File: src/rtl/idli_pkg.sv
// Shared types for the idli core.
// Holds the SQI nibble type and the UART receive FSM states.
package idli_pkg;

  typedef logic [3:0] sqi_data_t;

  typedef enum logic [3:0] {
    UART_RX_IDLE,
    UART_RX_DATA_0,
    UART_RX_DATA_1,
    UART_RX_DATA_2,
    UART_RX_DATA_3,
    UART_RX_DATA_4,
    UART_RX_DATA_5,
    UART_RX_DATA_6,
    UART_RX_DATA_7,
    UART_RX_STOP,
    UART_RX_WAIT_HIGH
  } uart_rx_state_t;

endpackage

File: src/rtl/idli_sync_m.sv
// N-flop synchroniser for an async input; flops reset to 1.
// Ports: clk, rst_n (async low), d (async in), q (synchronised out).
module idli_sync_m #(
  parameter int N = 2
) (
  input  logic clk,
  input  logic rst_n,
  input  logic d,
  output logic q
);

  logic [N-1:0] sync_q;
  logic [N-1:0] sync_d;

  always_comb begin
    sync_d[0] = d;
    for (int i = 1; i < N; i++) begin
      sync_d[i] = sync_q[i-1];
    end
  end

  always_ff @(posedge clk or negedge rst_n) begin
    if (!rst_n) begin
      sync_q <= '1;
    end else begin
      sync_q <= sync_d;
    end
  end

  assign q = sync_q[N-1];

endmodule

File: src/rtl/idli_uart_rx_m.sv
// UART receiver: 1 bit per clock, 8N1, byte handed out as two nibbles.
// Ports: gck/rst_n, rx pin, nibble out with vld/acp, ovf and err pulses.
module idli_uart_rx_m
  import idli_pkg::*;
#(
  parameter int SYNC_STAGES = 2
) (
  input  logic      i_uart_gck,
  input  logic      i_uart_rst_n,
  input  logic      i_uart_rx,
  output sqi_data_t o_uart_rx,
  output logic      o_uart_rx_vld,
  input  logic      i_uart_rx_acp,
  output logic      o_uart_rx_ovf,
  output logic      o_uart_rx_err
);

  logic           rx_s;
  logic           xfer;
  logic           wr_ok;

  uart_rx_state_t state_q, state_d;
  logic [7:0]     shift_q, shift_d;
  logic [7:0]     buf_q, buf_d;
  logic           full_q, full_d;
  logic           ptr_q, ptr_d;
  logic           ovf_q, ovf_d;
  logic           err_q, err_d;

  idli_sync_m #(
    .N (SYNC_STAGES)
  ) u_sync (
    .clk   (i_uart_gck),
    .rst_n (i_uart_rst_n),
    .d     (i_uart_rx),
    .q     (rx_s)
  );

  assign xfer  = full_q & i_uart_rx_acp;
  // A new byte fits if empty or the last nibble leaves this cycle.
  assign wr_ok = ~full_q | (xfer & ptr_q);

  always_comb begin
    state_d = state_q;
    shift_d = shift_q;
    buf_d   = buf_q;
    full_d  = full_q;
    ptr_d   = ptr_q;
    ovf_d   = 1'b0;
    err_d   = 1'b0;

    if (xfer) begin
      if (ptr_q) begin
        full_d = 1'b0;
        ptr_d  = 1'b0;
      end else begin
        ptr_d = 1'b1;
      end
    end

    unique case (state_q)
      UART_RX_IDLE: begin
        if (!rx_s) state_d = UART_RX_DATA_0;
      end
      UART_RX_DATA_0,
      UART_RX_DATA_1,
      UART_RX_DATA_2,
      UART_RX_DATA_3,
      UART_RX_DATA_4,
      UART_RX_DATA_5,
      UART_RX_DATA_6: begin
        shift_d = {rx_s, shift_q[7:1]};
        state_d = uart_rx_state_t'(state_q + 4'd1);
      end
      UART_RX_DATA_7: begin
        shift_d = {rx_s, shift_q[7:1]};
        state_d = UART_RX_STOP;
      end
      UART_RX_STOP: begin
        if (rx_s) begin
          state_d = UART_RX_IDLE;
          if (wr_ok) begin
            buf_d  = shift_q;
            full_d = 1'b1;
            ptr_d  = 1'b0;
          end else begin
            ovf_d = 1'b1;
          end
        end else begin
          err_d   = 1'b1;
          state_d = UART_RX_WAIT_HIGH;
        end
      end
      UART_RX_WAIT_HIGH: begin
        if (rx_s) state_d = UART_RX_IDLE;
      end
      default: begin
        state_d = UART_RX_IDLE;
      end
    endcase
  end

  always_ff @(posedge i_uart_gck or negedge i_uart_rst_n) begin
    if (!i_uart_rst_n) begin
      state_q <= UART_RX_IDLE;
      buf_q   <= '0;
      full_q  <= 1'b0;
      ptr_q   <= 1'b0;
      ovf_q   <= 1'b0;
      err_q   <= 1'b0;
    end else begin
      state_q <= state_d;
      buf_q   <= buf_d;
      full_q  <= full_d;
      ptr_q   <= ptr_d;
      ovf_q   <= ovf_d;
      err_q   <= err_d;
    end
  end

  // Assembly register: contents only matter once a frame completes.
  always_ff @(posedge i_uart_gck) begin
    shift_q <= shift_d;
  end

  assign o_uart_rx     = ptr_q ? buf_q[7:4] : buf_q[3:0];
  assign o_uart_rx_vld = full_q;
  assign o_uart_rx_ovf = ovf_q;
  assign o_uart_rx_err = err_q;

endmodule

File: config.mk
export PLATFORM = sky130hd
export DESIGN_NAME = idli_uart_rx_m
export DESIGN_NICKNAME = d
export VERILOG_FILES = /design/src/rtl/idli_pkg.sv /design/src/rtl/idli_sync_m.sv /design/src/rtl/idli_uart_rx_m.sv
export SDC_FILE = /design/constraint.sdc
export NUM_CORES = 1
export LEC_CHECK = 0
export ABC_CLOCK_PERIOD_IN_PS = 1800
export CAP_MARGIN = 0
export CORE_UTILIZATION = 49
export DETAILED_ROUTE_END_ITERATION = 7
export GPL_TIMING_DRIVEN = 0
export PLACE_DENSITY_LB_ADDON = 0.12
export SETUP_SLACK_MARGIN = 0.02
export SLEW_MARGIN = 10
export SYNTH_ARGS = -nofsm -noshare
export SYNTH_HDL_FRONTEND = slang
export SYNTH_SLANG_ARGS = --single-unit
File: constraint.sdc
create_clock -name i_uart_gck -period 1.8 [get_ports i_uart_gck]
set_input_delay 0.27 -clock i_uart_gck [delete_from_list [all_inputs] [get_ports i_uart_gck]]
set_output_delay 0.27 -clock i_uart_gck [all_outputs]
set_load 0.02 [all_outputs]
### Word level (Yosys, flattened, before mapping)

Index checks and enable logic that the tools add are counted.

* bits in registers: 26
* output and inout bits: 7

* bitwise operators: 4
* add/sub/neg operators: 1
* reductions and logical operators: 5
* equality and inequality tests: 12
* muxes and demuxes: 20

Operators with widths (count)
* $pmux W4 S5: 1
* $eq A4 B3 Y1 const B: 4
* $mux W4: 4
* $mux W1: 15
* $eq A4 B4 Y1 const B: 3
* $eq A4 B2 Y1 const B: 2
* $reduce_or A8 Y1: 1
* $reduce_or A7 Y1: 1
* $add A4 B1 Y4 const B: 1
* $eq A4 B1 Y1 const B: 1
* $logic_not A4 Y1: 1
* $reduce_and A3 Y1: 1
* $and A1 B1 Y1: 2
* $ne A2 B1 Y1 const B: 1
* $ne A2 B2 Y1 const B: 1
* $reduce_and A2 Y1: 1
* $not A1 Y1: 1
* $or A1 B1 Y1: 1

### Logic depth before layout (Yosys ltp)

Gate-level depths: netlist (run 1).

* depth after elaboration: 6
* depth in mapped cells: 6
* mapped depth without buffers: 6

### Hierarchy

Synthesis (run 1) repeated with hierarchy kept, for this count alone.

* cells, all modules: 78
* area total of the unflattened synthesis: 1154.9 µm²

Modules (own cells, without submodules)
* idli_uart_rx_m: cells an instance 76, times used 1, sequential area each 640.6 µm², area an instance 1102.3 µm²
* idli_sync_m: cells an instance 2, times used 1, sequential area each 52.6 µm², area an instance 52.6 µm²

### Least setup slack after synthesis (run 1)

Ideal clock, no wire load.

* path type: register to register
* from: register state_q[0]
* to: register shift_q[0], enable pin
* data arrival time: 1.434 ns
* buffers on the path: 0
* stages on the path, launching flop included: 6
* library setup time: 0.260 ns
* slack: 0.105 ns
* cell sequence: dfrtp_1 inv_1 ha_1 a2111oi_0 nor2_1 a21o_2

* longest elaborated chain between the ends: 2
* elaborated cells between the ends (all ways): 9
* classes of those cells: eq/ne (8); reduce/logical (1)

RTL lines
* start: declaration: line idli_uart_rx_m.sv:22 `uart_rx_state_t state_q, state_d;`
* start signal: assignment: line idli_uart_rx_m.sv:112 `state_q <= state_d;`
* $eq A4 B4 Y1, or another cell as far along: line idli_uart_rx_m.sv:61 `unique case (state_q)`
* $reduce_or A8 Y1 (no source line) (*)
* end signal: assignment: line idli_uart_rx_m.sv:123 `shift_q <= shift_d;`
* end: declaration: line idli_uart_rx_m.sv:23 `logic [7:0] shift_q, shift_d;`

Mark *: on every way between the ends. The rest lies on a longest branch, timed or not.
A chain may end at the register's enable or synchronous reset.

### Worst setup path in the final report (run 1)

* from: register state_q[0]
* to: register shift_q[5], enable pin

Same word-level chain as after synthesis.

==> flow_metrics.env, run 1 <==
export IMPL_outcome="finished with violations"
export IMPL_violations="DRC"
export IMPL_critPathMaxFanout=8
export IMPL_grt_pass1_wl_mm=3.00
export IMPL_register_area_um2=694
export IMPL_synthArstFlopShare_pct=69.2
export IMPL_clk_latency_ps=310
export IMPL_fin_crit_sh_pct=94.2
export IMPL_fin_setup_tns_ps=0
export IMPL_ys_seq_elements=26
export IMPL_worstMarginPinSlew_ps=823
export IMPL_crit_arrival_ps=1750
export IMPL_top_usage_layer="met2"
export IMPL_syn_inst=78
export IMPL_die_x_um=50.2
export IMPL_final_max_slew_viol_count=0
export IMPL_drive_gt1_share_pct=36.5
export IMPL_finClkSkew_ps=7.96
export IMPL_synth_edff_count=8
export IMPL_path_class="register to register"
export IMPL_fmax_mhz=590
export IMPL_core_area_mm2=0.00219
export IMPL_gr_total_overflow=0
export IMPL_hold_violations=0
export IMPL_clkTransAtPathRegs_ps=130
export IMPL_nets=106
export IMPL_multi_input_area_um2=442
export IMPL_vias=653
export IMPL_path_cells="inv_1 -> ha_2 -> a2111oi_2 -> nor2_1 -> a21o_2"
export IMPL_grt_pass1_vias=654
export IMPL_setup_viol=0
export IMPL_p_leak_uw=0.000595
export IMPL_syn_avg_cell_area_um2=14.6
export IMPL_yosys_warnings=0
export IMPL_grt_usage_pct=16.3
export IMPL_area_growth_pct=20.9
export IMPL_stdcell_count=124
export IMPL_syn_area_mm2=0.00114
export IMPL_postRouteAntennaNets=0
export IMPL_wl_mm=1.75
export IMPL_synth_top_area_share_pct=35.2
export IMPL_synth_net_count=87
export IMPL_dieArea_mm2=0.00252
export IMPL_grtUsageMet2_pct=26.7
export IMPL_cts_sinks=26
export IMPL_vdd_drop_max_v=0.000968
export IMPL_place_congestion=0.784
export IMPL_met3_usage_pct=1.82
export IMPL_finalCriticalPeriod_ps=1690
export IMPL_dp_cells=116
export IMPL_end_kind="register"
export IMPL_cts_tree="yes"
export IMPL_powerDensity_mw_per_mm2=1620
export IMPL_crit_buf_inv=1
export IMPL_hold_buffers=0
export IMPL_nFillCells=167
export IMPL_worst_slack_ps=105
export IMPL_cts_buffer_depth=2
export IMPL_cts_buffers=3
export IMPL_slew_headroom_pct=44.9
export IMPL_dp_hpwl_mm=1.22
export IMPL_synth_main_ff_cell="dfrtp_1"
export IMPL_drv_cap=0
export IMPL_yosysTopAreaCell="dfrtp_1"
export IMPL_antenna_found_initial=0
export IMPL_initial_core_util_pct=52.0
export IMPL_startpoint_type="register"
export IMPL_wl_per_cell_um=14.1
export IMPL_grt_max_degree=19
export IMPL_htreeDepth=1
export IMPL_diodes=0
export IMPL_yosysUniqueCellTypes=29
export IMPL_firstDrtPassIters=6
export IMPL_pre_cts_slack_ps=-144
export IMPL_dieHeight_um=50.2
export IMPL_min_path_type="primary input to register"
export IMPL_rsz0062_at_grt="false"
export IMPL_ys_seq_area_share_pct=60.9
export IMPL_root_buffer="clkbuf_4"
export IMPL_io_pins=11
export IMPL_cp_slowest_cell="dfrtp_1"
export IMPL_crit_family="compound AO/OA/AOI/OAI gates"
export IMPL_slowest_delay_ps=410
export IMPL_port_buffers=10
export IMPL_yosys_top_cells_area="dfrtp_1 (35%), edfxtp_1 (21%), mux2_2 (13%), ha_1 (5.5%), dfstp_2 (4.6%)"
export IMPL_gr_usage_met1_pct=21.6
export IMPL_rows=17
export IMPL_cp_required_ps=1860
export IMPL_drc=2
export IMPL_vias_per_cell=5.27
export IMPL_drt_iter0_markers=14
-- worst paths after layout --
check / startpoint / endpoint / slack (ps) / depth (start not counted)
hold reg to reg: u_sync.sync_q[0] / u_sync.sync_q[1] / 370 / 0
hold / removal: i_uart_rx / u_sync.sync_q[0] / 350 / 1
max in group asynchronous: i_uart_rst_n / ptr_q / 820 / 1
min in group asynchronous: i_uart_rst_n / buf_q[3] / 420 / 1
setup / recovery: state_q[0] / shift_q[5] / 110 / 5
setup reg to reg: state_q[0] / shift_q[5] / 110 / 5
-- per-layer routing --
metal  vias up  part of all wire, %
li1        315                    -
met1       329                   47
met2         7                   50
met3         2                  2.5
met4         0                 0.97
met5         -                    0
-- synthesized netlist by cell type (all sizes together) (2+ instances only) --
| cell type | instances |
|---|---|
| a21o | 3 |
| a21oi | 3 |
| dfrtp | 16 |
| dfstp | 2 |
| edfxtp | 8 |
| ha | 5 |
| inv | 4 |
| mux2 | 13 |
| nand2 | 3 |
| nand3 | 2 |
| nor2 | 4 |
| nor2b | 2 |
-- layout by cell type, fill, tap and decap left out, types with 2 or more instances in the layout --
cell,n
nor2_1,4
ha_2,2
clkdlybuf4s50_1,6
nand2_1,3
dfstp_2,2
a21o_2,2
inv_1,4
a21oi_1,2
dfrtp_1,15
buf_4,3
mux2_2,13
clkbuf_4,3
dlygate4sd2_1,4
edfxtp_1,8
ha_1,3
-- worst register-to-register path: cells and delay by family (launching register included) --
kind | cells | cell delay [ps]
fa+ha+maj | 1 | 250
simple gates | 1 | 120
buf+inv | 1 | 90
flops | 1 | 410
compound gates | 2 | 580
-- registers in the layout, summed over array words and instances, names as in the netlist --
signal / count
buf_q: 8
o_uart_rx_err: 1
o_uart_rx_ovf: 1
o_uart_rx_vld: 1
ptr_q: 1
shift_q: 8
state_q: 4
u_sync.sync_q: 2
-- report_power, final --
group / leakage [µW] / switching (µW) / internal (µW)
sequential: 0.000307 / 150 / 897
combinational: 0.000260 / 401 / 403
clock: 0.0000279 / 156 / 225
-- final cells by class --
cell class,count,share of cell area [%]
clock buffers,3,1.64
clock inverters,1,2.18
inverters,4,1.09
multi-input cells,48,32.1
flip-flops and latches,26,50.5
well taps,28,2.55
repair buffers,14,10.0
-- what timing repair did --
item | CTS | global route
resized for setup | 7 | 2
gates cloned | 0 | 0
buffers inserted | 3 | 1
setup endpoints to repair | 12 | 16
-- stage by stage --
stage          power, µW  instance area, µm²  hold WS (ps)  utilization, %
2_1_floorplan       1570                1140         -25.6               -
3_3_place_gp        1800                1270           346            58.1
3_5_place_dp        1820                1270           348            58.1
4_1_cts             2230                1350           342            61.6
5_1_grt             2390                1380           343            62.8
6_report            2230                1380           351            62.8
-- cells by family after synthesis --
logic type | count (synthesis) | share of synthesized area, %
buf+inv | 4 | 1.32
flops | 26 | 60.9
compound gates | 11 | 9.01
simple gates | 18 | 9.56
mux | 14 | 13.7
fa+ha+maj | 5 | 5.49
Note: power is estimated with default switching activity, not from simulation.
==> run 2, diff against run 1 <==
ABC_CLOCK_PERIOD_IN_PS = 1780   (was 1800)
CORE_UTILIZATION = 54   (was 49)
SLEW_MARGIN = 20   (was 10)
clock period = 1.78 ns   (was 1.8 ns; I/O delays follow)
==> flow_metrics.env, run 2 (synthesized netlist as in run 1, its figures left out) <==
export IMPL_outcome="completed"
export IMPL_antenna_found_initial=0
export IMPL_port_buffers=10
export IMPL_fin_crit_sh_pct=96.9
export IMPL_nets=106
export IMPL_slew_headroom_pct=47.5
export IMPL_rows=16
export IMPL_crit_buf_inv=1
export IMPL_htreeDepth=1
export IMPL_cp_required_ps=2000
export IMPL_finClkSkew_ps=7.71
export IMPL_register_area_um2=696
export IMPL_drt_iter0_markers=11
export IMPL_p_leak_uw=0.000594
export IMPL_hold_buffers=0
export IMPL_critPathMaxFanout=4
export IMPL_rsz0062_at_grt="false"
export IMPL_path_cells="buf_4 -> ha_1 -> and4bb_2 -> a31oi_4 -> mux2_2"
export IMPL_firstDrtPassIters=3
export IMPL_die_x_um=47.9
export IMPL_io_pins=11
export IMPL_wl_mm=1.89
export IMPL_grt_usage_pct=18.3
export IMPL_postRouteAntennaNets=0
export IMPL_nFillCells=131
export IMPL_drive_gt1_share_pct=39.6
export IMPL_worst_slack_ps=56.0
export IMPL_final_max_slew_viol_count=0
export IMPL_root_buffer="clkbuf_4"
export IMPL_path_class="register to register"
export IMPL_drc=0
export IMPL_min_path_type="primary input to register"
export IMPL_hold_violations=0
export IMPL_cp_slowest_cell="dfrtp_1"
export IMPL_top_regs="buf_q x8, shift_q x8, state_q x4"
export IMPL_cts_buffers=3
export IMPL_clk_latency_ps=310
export IMPL_vdd_drop_max_v=0.00116
export IMPL_startpoint_type="register"
export IMPL_dp_cells=115
export IMPL_vias=689
export IMPL_crit_family="flip-flops"
export IMPL_place_congestion=0.780
export IMPL_multi_input_area_um2=464
export IMPL_gr_total_overflow=0
export IMPL_dieArea_mm2=0.00230
export IMPL_cts_buffer_depth=2
export IMPL_dp_hpwl_mm=1.30
export IMPL_grt_max_degree=19
export IMPL_powerDensity_mw_per_mm2=1680
export IMPL_setup_viol=0
export IMPL_wl_per_cell_um=15.4
export IMPL_dieHeight_um=47.9
export IMPL_end_kind="register"
export IMPL_final_common_cell="dfrtp_1"
export IMPL_pre_cts_slack_ps=-198
export IMPL_core_area_mm2=0.00198
export IMPL_initial_core_util_pct=57.4
export IMPL_finalCriticalPeriod_ps=1720
export IMPL_drv_cap=0
export IMPL_grt_pass1_vias=641
export IMPL_cts_sinks=26
export IMPL_final_cell_mix="dfrtp_1 (14), mux2_2 (13), edfxtp_1 (8)"
export IMPL_vias_per_cell=5.60
export IMPL_fmax_mhz=580
export IMPL_worstMarginPinSlew_ps=785
export IMPL_grt_pass1_wl_mm=2.71
export IMPL_cts_tree="yes"
export IMPL_slowest_delay_ps=410
export IMPL_clkTransAtPathRegs_ps=140
export IMPL_crit_arrival_ps=1940
export IMPL_fin_setup_tns_ps=0
export IMPL_area_growth_pct=22.9
export IMPL_diodes=0
export IMPL_stdcell_count=123
[run 2: worst register-to-register path, stage by stage, from the launching register on]
cell      delay (ps)
dfrtp_1          410
buf_4            150
ha_1             220
and4bb_2         280
a31oi_4          220
mux2_2           360
[run 2: stage by stage]
step	hold slack, ps	total power (µW)	area, µm²	utilization, %
CTS	339	2290	1350	68.2
global route	321	2490	1400	70.6
global placement	349	1820	1270	64.2
detailed placement	353	1850	1270	64.2
floorplan	-28.6	1580	1140	-
finish	352	2350	1400	70.6
[run 2: routing by layer]
metal | up-vias | global-route usage (%) | part of all wire (%)
met5 | - | 0 | 0
met4 | 0 | 6.67 | 0
met3 | 0 | 4.53 | 1.9
met2 | 9 | 33.2 | 54
met1 | 359 | 20.5 | 44
li1 | 321 | - | -
[run 2: path summary, 6_finish.rpt]
check,start,depth (start not counted),to,slack [ps]
hold reg to reg,u_sync.sync_q[0],0,u_sync.sync_q[1],370
min in group asynchronous,i_uart_rst_n,1,buf_q[4],390
hold / removal,i_uart_rx,1,u_sync.sync_q[0],350
max in group asynchronous,i_uart_rst_n,1,ptr_q,840
setup reg to reg,state_q[1],5,state_q[0],60
setup / recovery,state_q[1],5,state_q[0],60
[run 2: timing repair]
action                     CTS  global route
setup endpoints to repair   12            17
pin swaps                    0             2
setup buffers                3             1
resized for setup            8             6
[run 2: area by class of cell]
cell class,instances,area share [%]
Inverter,4,1.07
Clock inverter,1,2.15
Clock buffer,3,1.61
Timing Repair Buffer,14,9.84
Sequential cell,26,49.7
Multi-Input combinational cell,48,33.2
Tap cell,27,2.42
[run 2: power breakdown]
part / leakage (µW) / switching, µW / total (µW) / internal (µW)
clock: 0.0000279 / 163 / 391 / 227
combinational: 0.000260 / 433 / 878 / 445
sequential: 0.000306 / 167 / 1080 / 909
total: 0.000594 / 763 / 2350 / 1580
